File: src/rtl/serial_addsub_pkg.sv
// Shared types and constants for the bit-serial adder/subtractor.
package serial_addsub_pkg;

  // Operand/result width used when the instantiating code does not override N.
  localparam int DEFAULT_N = 8;

  // Controller states: waiting, shifting bits, one-cycle completion.
  typedef enum logic [1:0] {
    IDLE = 2'd0,
    RUN  = 2'd1,
    DONE = 2'd2
  } state_e;

endpackage

File: src/rtl/shift_reg_n.sv
// N-bit right shifter with parallel load, shift enable and serial input at
// the MSB. Load has priority over shift.
module shift_reg_n
  import serial_addsub_pkg::*;
#(
  parameter int N = DEFAULT_N
) (
  input  logic         clk,
  input  logic         rst_n,
  input  logic         load,
  input  logic [N-1:0] load_val,
  input  logic         shift_en,
  input  logic         ser_in,
  output logic [N-1:0] q
);

  logic [N-1:0] q_q;
  logic [N-1:0] q_d;

  // Next-value selection: load, shift right with ser_in entering the MSB, or hold.
  always_comb begin
    // NOTE: assigning the hold value first means every path writes q_d, so no latch is inferred.
    q_d = q_q;
    if (load) begin
      q_d = load_val;
    end else if (shift_en) begin
      q_d = {ser_in, q_q[N-1:1]};
    end
  end

  // Register with asynchronous clear.
  always_ff @(posedge clk or negedge rst_n) begin
    // NOTE: state uses non-blocking assignment so every flop samples pre-edge values.
    if (!rst_n) begin
      q_q <= '0;
    end else begin
      q_q <= q_d;
    end
  end

  assign q = q_q;

endmodule

File: src/rtl/serial_addsub.sv
// Bit-serial N-bit adder/subtractor: one bit per clock, LSB first.
// A subtraction is A + ~B + 1, done by inverting B at load time and seeding
// the carry with 1. Legal widths are 2..32.
// Optional feature: define SERIAL_ADDSUB_OVF_EN to produce the signed
// overflow flag Ovf; without it Ovf is tied to 0 and its flop is absent.
module serial_addsub
  import serial_addsub_pkg::*;
#(
  parameter int N = DEFAULT_N
) (
  input  logic         Clock,
  input  logic         Reset,
  input  logic         Start,
  input  logic         Sub,
  input  logic [N-1:0] A,
  input  logic [N-1:0] B,
  output logic         Busy,
  output logic         Done,
  output logic [N-1:0] Sum,
  output logic         Cout,
  output logic         Ovf
);

  localparam int CW = $clog2(N + 1);

  state_e        state_q, state_d;
  logic [CW-1:0] cnt_q, cnt_d;
  logic          carry_q, carry_d;

  logic          accept;
  logic          shift_en;
  logic [N-1:0]  a_sh;
  logic [N-1:0]  b_sh;
  logic          a_bit;
  logic          b_bit;
  logic          sum_bit;
  logic          carry_nxt;

  // Only the LSBs of the operand shifters feed the adder cell.
  logic          unused_upper;
  assign unused_upper = ^{a_sh[N-1:1], b_sh[N-1:1]};

  assign a_bit     = a_sh[0];
  assign b_bit     = b_sh[0];
  assign sum_bit   = a_bit ^ b_bit ^ carry_q;
  assign carry_nxt = (a_bit & b_bit) | (a_bit & carry_q) | (b_bit & carry_q);

  // Start is honoured whenever no operation is in flight, including the DONE cycle.
  assign accept   = Start && (state_q != RUN);
  assign shift_en = (state_q == RUN);

  // Next-state, counter and carry logic for the controller.
  always_comb begin
    state_d = state_q;
    cnt_d   = cnt_q;
    carry_d = carry_q;
    unique case (state_q)
      IDLE, DONE: begin
        state_d = IDLE;
        if (accept) begin
          state_d = RUN;
          cnt_d   = CW'(N);
          carry_d = Sub;
        end
      end
      RUN: begin
        carry_d = carry_nxt;
        if (cnt_q != '0) begin
          cnt_d = cnt_q - CW'(1);
        end
        if (cnt_q == CW'(1)) begin
          state_d = DONE;
        end
      end
      default: begin
        state_d = IDLE;
      end
    endcase
  end

  // Controller registers; reset abandons any operation in flight.
  always_ff @(posedge Clock or negedge Reset) begin
    if (!Reset) begin
      state_q <= IDLE;
      cnt_q   <= '0;
      carry_q <= 1'b0;
    end else begin
      state_q <= state_d;
      cnt_q   <= cnt_d;
      carry_q <= carry_d;
    end
  end

  shift_reg_n #(.N(N)) u_a_sh (
    .clk      (Clock),
    .rst_n    (Reset),
    .load     (accept),
    .load_val (A),
    .shift_en (shift_en),
    .ser_in   (1'b0),
    .q        (a_sh)
  );

  shift_reg_n #(.N(N)) u_b_sh (
    .clk      (Clock),
    .rst_n    (Reset),
    .load     (accept),
    .load_val (B ^ {N{Sub}}),
    .shift_en (shift_en),
    .ser_in   (1'b0),
    .q        (b_sh)
  );

  // The result register is never loaded: N shifts replace every bit.
  shift_reg_n #(.N(N)) u_sum_sh (
    .clk      (Clock),
    .rst_n    (Reset),
    .load     (1'b0),
    .load_val ('0),
    .shift_en (shift_en),
    .ser_in   (sum_bit),
    .q        (Sum)
  );

  assign Busy = (state_q == RUN);
  assign Done = (state_q == DONE);
  // After the last bit the carry flop holds the MSB carry-out until the next accept.
  assign Cout = carry_q;

`ifdef SERIAL_ADDSUB_OVF_EN
  logic cin_msb_q, cin_msb_d;

  // Capture the carry entering the MSB while the last bit is processed.
  always_comb begin
    cin_msb_d = cin_msb_q;
    if (state_q == RUN && cnt_q == CW'(1)) begin
      cin_msb_d = carry_q;
    end
  end

  // MSB carry-in register.
  always_ff @(posedge Clock or negedge Reset) begin
    if (!Reset) begin
      cin_msb_q <= 1'b0;
    end else begin
      cin_msb_q <= cin_msb_d;
    end
  end

  assign Ovf = cin_msb_q ^ carry_q;
`else
  assign Ovf = 1'b0;
`endif

endmodule

File: config.mk
export PLATFORM = sky130hd
export DESIGN_NAME = serial_addsub
export DESIGN_NICKNAME = d
export VERILOG_FILES = /design/src/rtl/serial_addsub_pkg.sv /design/src/rtl/shift_reg_n.sv /design/src/rtl/serial_addsub.sv
export SDC_FILE = /design/constraint.sdc
export NUM_CORES = 1
export LEC_CHECK = 0
export ABC_AREA = 1
export BUFFER_PORTS_ARGS = -buffer_cell sky130_fd_sc_hd__clkbuf_2
export CAP_MARGIN = 20
export CELL_PAD_IN_SITES_DETAIL_PLACEMENT = 0
export CELL_PAD_IN_SITES_GLOBAL_PLACEMENT = 1
export CORE_UTILIZATION = 42
export DETAILED_ROUTE_END_ITERATION = 10
export PLACE_DENSITY = 0.82
export SETUP_SLACK_MARGIN = 0.1
export SLEW_MARGIN = 20
export SYNTH_ARGS = -nofsm -noshare
export SYNTH_HDL_FRONTEND = slang
export SYNTH_SLANG_ARGS = --single-unit
export TNS_END_PERCENT = 10
File: constraint.sdc
create_clock -name Clock -period 3.8 [get_ports Clock]
set_clock_uncertainty 0.05 [all_clocks]
set_input_delay 0.19 -clock Clock [delete_from_list [all_inputs] [get_ports Clock]]
set_output_delay 0.19 -clock Clock [all_outputs]
set_load 0.02 [all_outputs]
==> results.json, run 1 <==
{
  "drc": 0,
  "place_area_um2": 1640,
  "grt_pass1_vias": 1115,
  "period_share": 0.470,
  "yosys_warnings": 0,
  "wire_per_inst_um": 11.1,
  "p_per_area_nw_per_um2": 771,
  "worstMarginPinSlew_ns": 0.782,
  "final_core_util": 0.509,
  "ys_ff_latch": 31,
  "cts_buffer_depth": 2,
  "antenna_cells": 0,
  "htree_levels": 2,
  "viasPerCell": 4.71,
  "area_growth_pct": 15.7,
  "overflow": 0,
  "switchingPower_uw": 567,
  "port_buffers": 30,
  "setup_viol": 0,
  "min_path_type": "input port to register",
  "fmax_ghz": 0.560,
  "path_max_fanout": 25,
  "final_area_um2": 1710,
  "worstSetupStartpointType": "register",
  "layout_common_cells": "64 x nand2_1, 31 x dfrtp_1, 30 x clkbuf_2, 16 x nand3_1, 13 x inv_1",
  "track_usage": 0.175,
  "period_needed_ns": 1.79,
  "startpoint": "state_q[0]",
  "drive_gt1_frac": 0.215,
  "cp_slowest_stage_delay_ns": 0.46,
  "drv_cap": 0,
  "antenna_found_initial": 0,
  "drtPass1Iterations": 4,
  "hold_start": "A[7]",
  "drt_wl_total_mm": 2.80,
  "grt_pass1_wl_mm": 4.75,
  "status": "complete, no violations",
  "crit_chain": "inv_2 -> nor2_4 -> clkbuf_2",
  "netSwitchingFraction": 0.429,
  "grt_max_degree": 32,
  "slew_headroom": 0.479,
  "synthDistinctLibCells": 21,
  "ant_nets": 0,
  "reg2reg_from": "state_q[0]",
  "slew_violations": 0,
  "numCtsBuffers": 5,
  "p_seq_frac": 0.432,
  "clk_pin_slew_ns": 0.09,
  "die_height_um": 61.4,
  "die-area_um2": 3770,
  "clock-sinks": 31,
  "path_class": "register to primary output",
  "leakagePower_uw": 0.000895,
  "fillers": 371,
  "cp.arrival_ns": 1.55,
  "cts_tree": "done",
  "nets": 228,
  "crit_slowest_cell": "dfrtp_1",
  "syn_inst": 173,
  "combPwrFrac": 0.423,
  "num_io_pins": 32,
  "syn-num-nets": 196,
  "ir_worst_vdd_v": 0.000322,
  "drt_iter0_markers": 40,
  "holdWs_ns": 0.0111,
  "cts.root.buffer_cell": "clkbuf_4",
  "vias": 1181,
  "avgSynthCellArea_um2": 8.56,
  "worstSkewPairLatency_ns": 0.33,
  "die_w_um": 61.4,
  "hpwlAfterDp_mm": 1.94,
  "clkPwrFrac": 0.145,
  "hold_viol_final": 0,
  "crit_required_ns": 3.56,
  "start_util": 0.440,
  "fin_setup_tns_ns": 0,
  "rows": 21,
  "critPathCaptureType": "primary output",
  "place_congestion": 0.739,
  "syn-cell-area_um2": 1480,
  "coreArea_um2": 3360,
  "postCtsSetupBuffers": 0,
  "final_common_cell": "nand2_1",
  "ys_seq_area_frac": 0.524,
  "rsz0062_at_grt": "false",
  "internal-power_uw": 754
}
## synth_stat cells
| cell | count | area share |
|---|---|---|
| o21ai_0 | 11 | 0.037 |
| nand2_2 | 3 | 0.013 |
| dfrtp_1 | 31 | 0.52 |
| buf_6 | 1 | 0.0076 |
| nor2_1 | 4 | 0.010 |
| o211ai_1 | 3 | 0.015 |
| nand2_1 | 64 | 0.16 |
| xor2_1 | 7 | 0.041 |
| buf_4 | 4 | 0.020 |
| o22ai_1 | 1 | 0.0042 |
| o21ai_1 | 2 | 0.0068 |
| inv_2 | 3 | 0.0076 |
| ha_1 | 2 | 0.017 |
| fa_1 | 1 | 0.014 |
| buf_2 | 2 | 0.0068 |
| xnor2_1 | 2 | 0.012 |
| inv_1 | 13 | 0.033 |
| nand3_1 | 16 | 0.054 |
| conb_1 | 1 | 0.0025 |
| or2_0 | 1 | 0.0042 |
| nor2_4 | 1 | 0.0076 |
## power groups by stage
| stage | Clock (µW) | Combinational (µW) | Sequential (µW) |
|---|---|---|---|
| 3_5_place_dp | 0 | 566 | 577 |
| 5_1_grt | 213 | 659 | 590 |
| 4_1_cts | 200 | 571 | 571 |
| 6_report | 191 | 559 | 571 |
| 2_1_floorplan | 0 | 404 | 603 |
| 3_3_place_gp | 0 | 546 | 569 |
## final timing paths
path / end / slack (ns) / cells past startpoint
min in group asynchronous: u_sum_sh.q[5] / 0.43 / 2
setup reg to reg: u_b_sh.q[6] / 2.38 / 5
max in group asynchronous: u_b_sh.q[3] / 2.77 / 2
hold reg to reg: u_a_sh.q[7] / 0.43 / 2
hold / removal: u_a_sh.q[7] / 0.01 / 3
setup / recovery: Busy / 2.01 / 3
## cell families after synthesis
| kind of cell | share of synthesized area |
|---|---|
| AOI/OAI and AO/OA | 0.0634 |
| xor gates and xnor gates | 0.0533 |
| adders and majority gates | 0.0304 |
| buffers and inverters | 0.0752 |
| DFF | 0.524 |
| other | 0.00253 |
| and+or+nand+nor | 0.251 |
## critical path, delay by kind of cell (launching register included)
kind	cells	cell delay [ns]
DFF	1	0.46
and+or+nand+nor	1	0.41
buffers and inverters	2	0.35
## state kept, by name (all words and copies together), names as in the netlist
register    flops
state_q         2
u_sum_sh.q      8
u_a_sh.q        8
Cout            1
u_b_sh.q        8
cnt_q           4
## layout make-up
cell class	instances	area, µm²	share of cell area
Timing Repair Buffer	32	170	0.0993
Clock inverter	1	5.00	0.00292
Inverter	16	60.1	0.0351
Clock buffer	6	51.3	0.0299
Tap cell	46	57.6	0.0336
Multi-Input combinational cell	119	593	0.346
Sequential cell	31	776	0.453
## what timing repair did
item	in CTS	in global routing
hold buffers	2	0
gates resized for setup	0	0
endpoints found under the hold margin	32	0
## routing by layer
layer	routed length (µm)	track usage
met3	131	0.0567
met2	1360	0.297
met1	1270	0.212
met4	30	0.0571
met5	0	0
## stage by stage
stage / cells / power (µW) / setup WS (ns)
after detailed placement: 242 / 1140 / 2.35
after CTS: 251 / 1340 / 1.97
after floorplan: 173 / 1010 / 2.56
final: 251 / 1320 / 2.01
after global placement: 242 / 1110 / 2.38
after global routing: 251 / 1460 / 1.84
Note: power is estimated with default switching activity, not from simulation.
==> run 2, diff against run 1 <==
Settings changed: ABC_AREA 1 to 0, CORE_UTILIZATION 42 to 41, PLACE_DENSITY 0.82 to 0.78.
Clock period 3.8 ns to 1.8 ns, I/O delays scaled along.
==> run 2 against run 1 <==
  * Cell area grew 3.2%
  * Largest power group unchanged
  * Count of clock-buffer cells in the layout rose by 1
  * Worst setup slack worse by 1.8 ns
  * Critical path type is now register to register
  * Highest routed layer unchanged
  * First-iteration DRC count fell by 2.5%
  * Combinational power up 100%
  * Critical path depth rose by 1
==> results.json, run 2 <==
{
  "path_max_fanout": 32,
  "crit_buf_inv": 2,
  "crit_slowest_cell": "dfrtp_1",
  "syn-num-nets": 173,
  "yosys-top-cells-count": "41 x nand2_1, 31 x dfrtp_1, 18 x mux2i_1",
  "vias": 1078,
  "track_usage": 0.149,
  "die_height_um": 63.1,
  "ys_ff_latch": 31,
  "crit_chain": "nand2b_2 -> inv_2 -> buf_4 -> o21ai_0",
  "synth_compound_area_frac": 0.0841,
  "cts_hold_buf": 1,
  "ys.flop_type": "dfrtp_1",
  "place_area_um2": 1680,
  "grt_pass1_wl_mm": 4.53,
  "syn-cell-area_um2": 1530,
  "yosys_warnings": 0,
  "antenna_found_initial": 0,
  "num_io_pins": 32,
  "worstMarginPinSlew_ns": 0.748,
  "hpwlAfterDp_mm": 1.90,
  "path_class": "register to register",
  "p_per_area_nw_per_um2": 1620,
  "area_growth_pct": 15.3,
  "cts.root.buffer_cell": "clkbuf_8",
  "drtPass1Iterations": 4,
  "clk_pin_slew_ns": 0.06,
  "cp_top_family": "buffers and inverters",
  "synth_mux_area_frac": 0.118,
  "drive_gt1_frac": 0.225,
  "ys_seq_area_frac": 0.506,
  "final_area_um2": 1770,
  "grt_pass1_vias": 1037,
  "final_core_util": 0.510,
  "die-area_um2": 3990,
  "synthAdderAreaFrac": 0.0294,
  "cts_resized": 0,
  "synth_top_area_share": 0.506,
  "cp_slowest_stage_delay_ns": 0.42,
  "cts_tree": "done",
  "die_w_um": 63.1,
  "coreArea_um2": 3470,
  "synth_edf_count": 0,
  "slew_violations": 0,
  "port_buffers": 30,
  "layout_common_cells": "41 x nand2_1, 31 x dfrtp_1, 30 x clkbuf_2, 18 x mux2i_1, 10 x o21ai_0",
  "wire_per_inst_um": 11.4,
  "start_util": 0.442,
  "slew_headroom": 0.502,
  "synth.most_common_cell": "nand2_1",
  "synth.largest_area_cell": "dfrtp_1",
  "worstSkewPairLatency_ns": 0.27,
  "ir_worst_vdd_v": 0.000831,
  "synth-simple-area-share": 0.153,
  "synthArstFlopShare": 1.00,
  "postCtsSetupBuffers": 0,
  "min_path_type": "input port to register",
  "fmax_ghz": 0.631,
  "ant_nets": 0,
  "worstSetupStartpointType": "register",
  "rsz0062_at_grt": "false",
  "synth_xor_xnor_area_share": 0.0457,
  "period_share": 0.881,
  "crit_required_ns": 1.89,
  "nets": 204,
  "drt_wl_total_mm": 2.61,
  "fin_setup_tns_ns": 0,
  "antenna_cells": 0,
  "place_congestion": 0.770,
  "synthDistinctLibCells": 28,
  "period_needed_ns": 1.59,
  "setup_viol": 0,
  "final_common_cell": "nand2_1",
  "rows": 21,
  "clock-sinks": 31,
  "grt_max_degree": 33,
  "overflow": 0,
  "cp.arrival_ns": 1.68,
  "status": "complete, no violations",
  "critPathCaptureType": "register",
  "numCtsBuffers": 5,
  "avgSynthCellArea_um2": 10.2,
  "leakagePower_uw": 0.000922,
  "drc": 0,
  "synthTopCellsByArea": "dfrtp_1 51%, mux2i_1 12%, nand2_1 10%, xor2_1 4.0%, o21ai_0 3.3%",
  "drt_iter0_markers": 39,
  "htree_levels": 2,
  "drv_cap": 0,
  "viasPerCell": 4.73,
  "hold_viol_final": 0,
  "cts_buffer_depth": 2,
  "synth_top_family_by_area": "simple AND/OR/NAND/NOR gates",
  "syn_inst": 150
}
## run 2: cell count changes in the layout (fill, tap and decap cells not counted), sizes merged, moves of 3 or more
cell    previous run  this run
o211ai             3         0
nand2             67        41
inv               16         4
nand3             16         1
mux2i              0        18
## run 2: final cells by class
type                       instances  area, µm²
inverter                           4       15.0
tap                               46       57.6
clock inverter                     1       5.00
timing repair buffer              33        175
sequential                        31        776
clock buffer                       7       76.3
multi-input combinational        106        663
fill                             346       1700
## run 2: kinds of logic after synthesis
logic type / Yosys count
mux: 18
compound gates: 21
simple gates: 55
other cells: 1
xor+xnor: 8
flops: 31
fa+ha+maj: 3
buf+inv: 13
## run 2: worst paths after layout
| kind | depth (start not counted) | end | start | slack (ns) |
|---|---|---|---|---|
| min reg2reg | 2 | u_a_sh.q[4] | u_a_sh.q[5] | 0.43 |
| max reg2reg | 4 | u_a_sh.q[2] | state_q[1] | 0.21 |
| min in group asynchronous | 2 | u_sum_sh.q[1] | Reset | 0.37 |
| min | 3 | u_a_sh.q[7] | A[7] | 0.05 |
| max | 4 | u_a_sh.q[2] | state_q[1] | 0.21 |
| max in group asynchronous | 2 | u_a_sh.q[5] | Reset | 0.85 |
## run 2: per-stage QoR
step / cells / power (µW) / worst slack (ns) / hold WS, ns
2_1_floorplan: 150 / 2130 / 0.540 / -0.256
3_3_place_gp: 219 / 2350 / 0.296 / 0.144
3_5_place_dp: 219 / 2390 / 0.220 / 0.137
4_1_cts: 228 / 2900 / 0.211 / 0.0520
5_1_grt: 228 / 3110 / 0.116 / 0.0699
6_report: 228 / 2860 / 0.215 / 0.0456
## run 2: layer usage
layer  global-route usage  vias up  wire length, µm
li1                     -      551                -
met2                0.223       18             1170
met3               0.0380        5               96
met4               0.0872        0               49
met1                0.192      504             1290
met5                    0        -                0
## run 2: worst reg2reg max path: stages (launching register included)
cell and delay (ns):
dfrtp_1 0.42, nand2b_2 0.32, inv_2 0.21, buf_4 0.32, o21ai_0 0.15
## run 2: power by group
group	total [µW]	switching (µW)	internal [µW]
sequential	1230	223	1010
clock	503	233	270
combinational	1130	692	434
total	2860	1150	1710
